### config.mk
export PLATFORM = sky130hd
export DESIGN_NAME = seq_pattern_gen
export DESIGN_NICKNAME = d
export VERILOG_FILES = /design/src/rtl/seq_pattern_gen.sv
export SDC_FILE = /design/constraint.sdc
export NUM_CORES = 1
export LEC_CHECK = 0
export ABC_AREA = 1
export CAP_MARGIN = 20
export CORE_MARGIN = 2
export CORE_UTILIZATION = 25
export CTS_CLUSTER_DIAMETER = 30
export DETAILED_ROUTE_END_ITERATION = 7
export PLACE_DENSITY_LB_ADDON = 0.05
export SLEW_MARGIN = 15
export SYNTH_ARGS = -nofsm -noshare
export SYNTH_HDL_FRONTEND = slang
export SYNTH_SLANG_ARGS = --single-unit
### constraint.sdc
create_clock -name clk -period 2.9 [get_ports clk]
set_input_delay 0.725 -clock clk [delete_from_list [all_inputs] [get_ports clk]]
set_output_delay 0.725 -clock clk [all_outputs]
set_load 0.005 [all_outputs]
### src/rtl/seq_pattern_gen.sv
// Serial MSB-first pattern generator with repeat and gap. The first bit is on x one cycle after start.
// No backpressure: bits stream one per clock. start is taken only while idle, and abort drops the transfer.
module seq_pattern_gen #(
    parameter int WIDTH = 8,
    parameter int LW    = $clog2(WIDTH + 1),
    parameter int REP_W = 4,
    parameter int GAP_W = 4
) (
    input  logic             clk,
    input  logic             reset,
    input  logic             start,
    input  logic             abort,
    input  logic [WIDTH-1:0] pattern,
    input  logic [LW-1:0]    nbits,
    input  logic [REP_W-1:0] reps,
    input  logic [GAP_W-1:0] gap,
    output logic             x,
    output logic             valid,
    output logic             busy,
    output logic             done,
    output logic             err
);
    localparam int IW = (WIDTH > 1) ? $clog2(WIDTH) : 1;
    localparam logic [LW-1:0] NMAX = LW'(WIDTH);

    typedef enum logic [1:0] {IDLE, SHIFT, GAP, DONE} state_t;

    state_t           state;
    logic [WIDTH-1:0] pat;
    logic [IW-1:0]    last;
    logic [IW-1:0]    idx;
    logic [REP_W-1:0] frm;
    logic [GAP_W-1:0] gap_len;
    logic [GAP_W-1:0] gcnt;

    logic [LW-1:0] nm1;
    logic          nb_ok;
    assign nm1   = nbits - LW'(1);
    assign nb_ok = (nbits != '0) && (nbits <= NMAX);

    // idx always names the bit currently on x, so the first bit is driven at the start edge.
    always_ff @(posedge clk) begin
        if (reset) begin
            state   <= IDLE;
            pat     <= '0;
            last    <= '0;
            idx     <= '0;
            frm     <= '0;
            gap_len <= '0;
            gcnt    <= '0;
            x       <= 1'b0;
            valid   <= 1'b0;
            busy    <= 1'b0;
            done    <= 1'b0;
            err     <= 1'b0;
        end else begin
            done <= 1'b0;
            err  <= 1'b0;
            if (abort && state != IDLE) begin
                state <= IDLE;
                x     <= 1'b0;
                valid <= 1'b0;
                busy  <= 1'b0;
            end else begin
                case (state)
                    IDLE: begin
                        if (start) begin
                            if (nb_ok) begin
                                pat     <= pattern;
                                last    <= nm1[IW-1:0];
                                idx     <= nm1[IW-1:0];
                                frm     <= reps;
                                gap_len <= gap;
                                x       <= pattern[nm1[IW-1:0]];
                                valid   <= 1'b1;
                                busy    <= 1'b1;
                                state   <= SHIFT;
                            end else begin
                                err <= 1'b1;
                            end
                        end
                    end
                    SHIFT: begin
                        if (idx != '0) begin
                            idx <= idx - IW'(1);
                            x   <= pat[idx - IW'(1)];
                        end else if (frm != '0) begin
                            frm <= frm - REP_W'(1);
                            if (gap_len != '0) begin
                                gcnt  <= gap_len;
                                x     <= 1'b0;
                                valid <= 1'b0;
                                state <= GAP;
                            end else begin
                                idx <= last;
                                x   <= pat[last];
                            end
                        end else begin
                            x     <= 1'b0;
                            valid <= 1'b0;
                            done  <= 1'b1;
                            state <= DONE;
                        end
                    end
                    GAP: begin
                        if (gcnt == GAP_W'(1)) begin
                            idx   <= last;
                            x     <= pat[last];
                            valid <= 1'b1;
                            state <= SHIFT;
                        end else begin
                            gcnt <= gcnt - GAP_W'(1);
                        end
                    end
                    DONE: begin
                        busy  <= 1'b0;
                        state <= IDLE;
                    end
                    default: state <= IDLE;
                endcase
            end
        end
    end
endmodule

==> results.yml <==
drt:
  drtIter0Drc: 76
  remaining_drc_errors: 0
  vias_per_cell: 4.40
  routed_wl_um: 5530
  dr.pass1.iters: 5
  wire_per_inst_um: 12.1
  dr_total_vias: 2016
  postRouteAntennaNets: 0
critical_path:
  cp_slowest_cell: "clkdlybuf4s50_1"
  max_stage_delay_ns: 0.54
  cp.arrival_ns: 2.62
  crit_chain: "clkdlybuf4s50_1 -> inv_1 -> ha_1 -> nand2_1 -> nand2_1 -> nand2_1 -> nand2_1 -> nand2_1 -> nand2_1 -> nor2_1 -> nand2_1 -> nand2_1 -> nor2_1"
  crit_path_start_kind: "input pin"
  r2r_cells: 10
  path_class: "input pin to flip-flop"
  endpoint_kind: "flip-flop"
  r2r_end: "frm[0]"
  crit_top_cell: "nand2_1"
  crit_family: "simple AND/OR/NAND/NOR gates"
  worstPathMaxFanout: 7
  timing.rr.start: "idx[0]"
  crit_buf_inv: 2
  r2r_slack_ns: 0.91
  cp.required_ns: 3.08
global_route:
  grt_pass1_wl_um: 9050
  grt-ovfl-total: 0
  grt_pass1_vias: 1792
  grt_max_degree: 24
  gr-usage-all-layers_pct: 13.4
  antenna_found_initial: 0
cells_and_area:
  final_util_pct: 32.8
  fin_area_mm2: 0.00255
  antenna_cells: 0
  areaGrowthSynthToFinish_pct: 26.1
  fin_cells: 458
  final_nets: 390
  layout-drive-gt1-share_pct: 4.49
sta:
  hold_violations: 0
  fmax_mhz: 411
  skew_ns: 0.00790
  whs_ns: 0.461
  setup_viol: 0
  rsz0062_at_grt: "no"
  worst_pin_slew_ns: 0.497
  max_slew_margin_pct: 66.8
  layout_min_cycle_time_ns: 2.44
  fin_setup_tns_ns: 0
  slew_violations: 0
  worst_slack_ns: 0.465
  period_share_pct: 84.0
synth:
  synth_xor_area_share_pct: 0.433
  yosysWarnings: 0
  ys_ff_latch: 33
  yosys-mux-area-fraction_pct: 0
  synth_top_family_by_area: "simple AND/OR/NAND/NOR gates"
  syn_avg_cell_area_um2: 6.28
  syn_nets: 357
  seq_area_frac_synth_pct: 32.7
  synth_cells: 322
  synth_compound_area_share_pct: 18.0
  synth_fa_ha_area_share_pct: 6.81
  synthSimpleGateAreaFrac_pct: 31.0
  synth_cell_types: 25
  netlist_area_mm2: 0.00202
floorplanning:
  die_w_um: 93.9
  ios: 29
  floorplan.die.height_um: 93.9
  fp-row-count: 32
  start_util_pct: 26.0
  core-area_mm2: 0.00777
  dieArea_mm2: 0.00882
placement:
  place.gp.congestion: 0.816
  dp_cells: 450
  hpwl_um: 4490
  io_buffers: 28
  place_ws_ns: 0.180
  dpl-instance-area_mm2: 0.00243
clock_network:
  cts_made_buffers: 5
  cts_max_level: 2
  post_cts_resize_count: 0
  cts_root_buf: "clkbuf_8"
  cts_sinks: 33
  path_clk_slew_ns: 0.07
  cts_setup_buffers: 0
  cts_tree: "yes"
  cts_buffer_depth: 2
  clk_latency_ns: 0.29
  hold_buffers: 0
min_path:
  whs_path_depth: 2
  holdCritStartpoint: "valid"
  hold_class: "flip-flop to flip-flop"
  hold_end: "valid"
power:
  powerDensity_mw_per_mm2: 925
  finalPower_mw: 2.36
  ir_drop_v: 0.000206
  p_leak_nw: 1.14
outcome:
  status: "complete, no violations"
job:
  max_cap_viol_count: 0
## cell usage in the layout (no fill, tap or decap), drive strengths merged, types with 2 or more instances in the layout
cell type      instances
a21oi                 25
buf                    4
clkbuf                 6
clkdlybuf4s50         28
dfxtp                 33
ha                    11
inv                   51
nand2                 76
nand3                 23
nand4                  2
nor2                  42
nor3                   3
nor4                   2
o21ai                 41
## area by class of cell
class                      count  area, um2
clock buffer                   6       82.6
timing repair buffer          32        310
inverter                      51        191
clock inverter                 2       37.5
fill                         899       5220
tap                          102        128
multi-input combinational    232       1140
sequential                    33        661
## how the worst max path moves through the flow
stage	startpoint	end	slack, ns	cells after the start
after floorplan	nbits[0]	idx[2]	1.00	11
after global placement	nbits[0]	idx[2]	0.25	13
after detailed placement	nbits[0]	idx[2]	0.18	13
after CTS	nbits[0]	idx[2]	0.48	13
after global routing	nbits[0]	idx[2]	0.27	13
final	nbits[0]	idx[2]	0.46	13
## worst register-to-register path, stage by stage (launching register included)
cell     delay [ns]
dfxtp_1        0.44
inv_1          0.16
ha_1           0.22
nand2_1        0.16
nand2_1        0.21
nand3_1        0.20
inv_1          0.07
nand2_1        0.16
inv_1          0.12
nor2_1         0.10
nor2_1         0.05
## power breakdown
part | switching, mW | internal [mW]
clock | 0.179 | 0.279
sequential | 0.105 | 0.584
combinational | 0.757 | 0.452
total | 1.04 | 1.32
## registers in the layout (all words and copies together) (netlist names), 2 cells and up
register and cells:
last 3, idx 3, frm 4, gap_len 4, pat 8, state 2
gcnt 4
## Yosys cell counts (all sizes together)
cell | n | area share, %
buf | 3 | 0.99
a221oi | 1 | 0.43
dfxtp | 33 | 33
or2 | 1 | 0.31
ha | 11 | 6.8
nor2 | 42 | 7.8
nor2b | 1 | 0.31
inv | 51 | 9.5
clkbuf | 3 | 0.56
o211ai | 1 | 0.37
nor4 | 2 | 0.62
nand4 | 2 | 0.62
o21ai | 41 | 10
nand2 | 76 | 14
xor2 | 1 | 0.43
o211a | 1 | 0.50
a21oi | 25 | 6.2
nand3 | 23 | 5.7
o21a | 1 | 0.37
nor3 | 3 | 1.5
## kinds of logic (layout without fill, tap and decap cells)
kind of cell | count (synthesis) | in the layout
AND/OR/NAND/NOR | 150 | 150
AO/OA/AOI/OAI | 70 | 70
buffers and inverters | 57 | 91
flip-flops | 33 | 33
adder cells (fa/ha/maj) | 11 | 11
XOR/XNOR | 1 | 1
## routing by layer
layer  part of all wire (%)  vias up  wire (um)  GRT usage [%]
met3                    5.4        4        297           3.93
met5                      0        -          0              0
met4                   0.99        0         55           3.62
li1                       -     1096          -              -
met1                     53      875       2920           19.6
met2                     41       41       2260           19.0
No activity file was read; power rests on OpenSTA's default activity.
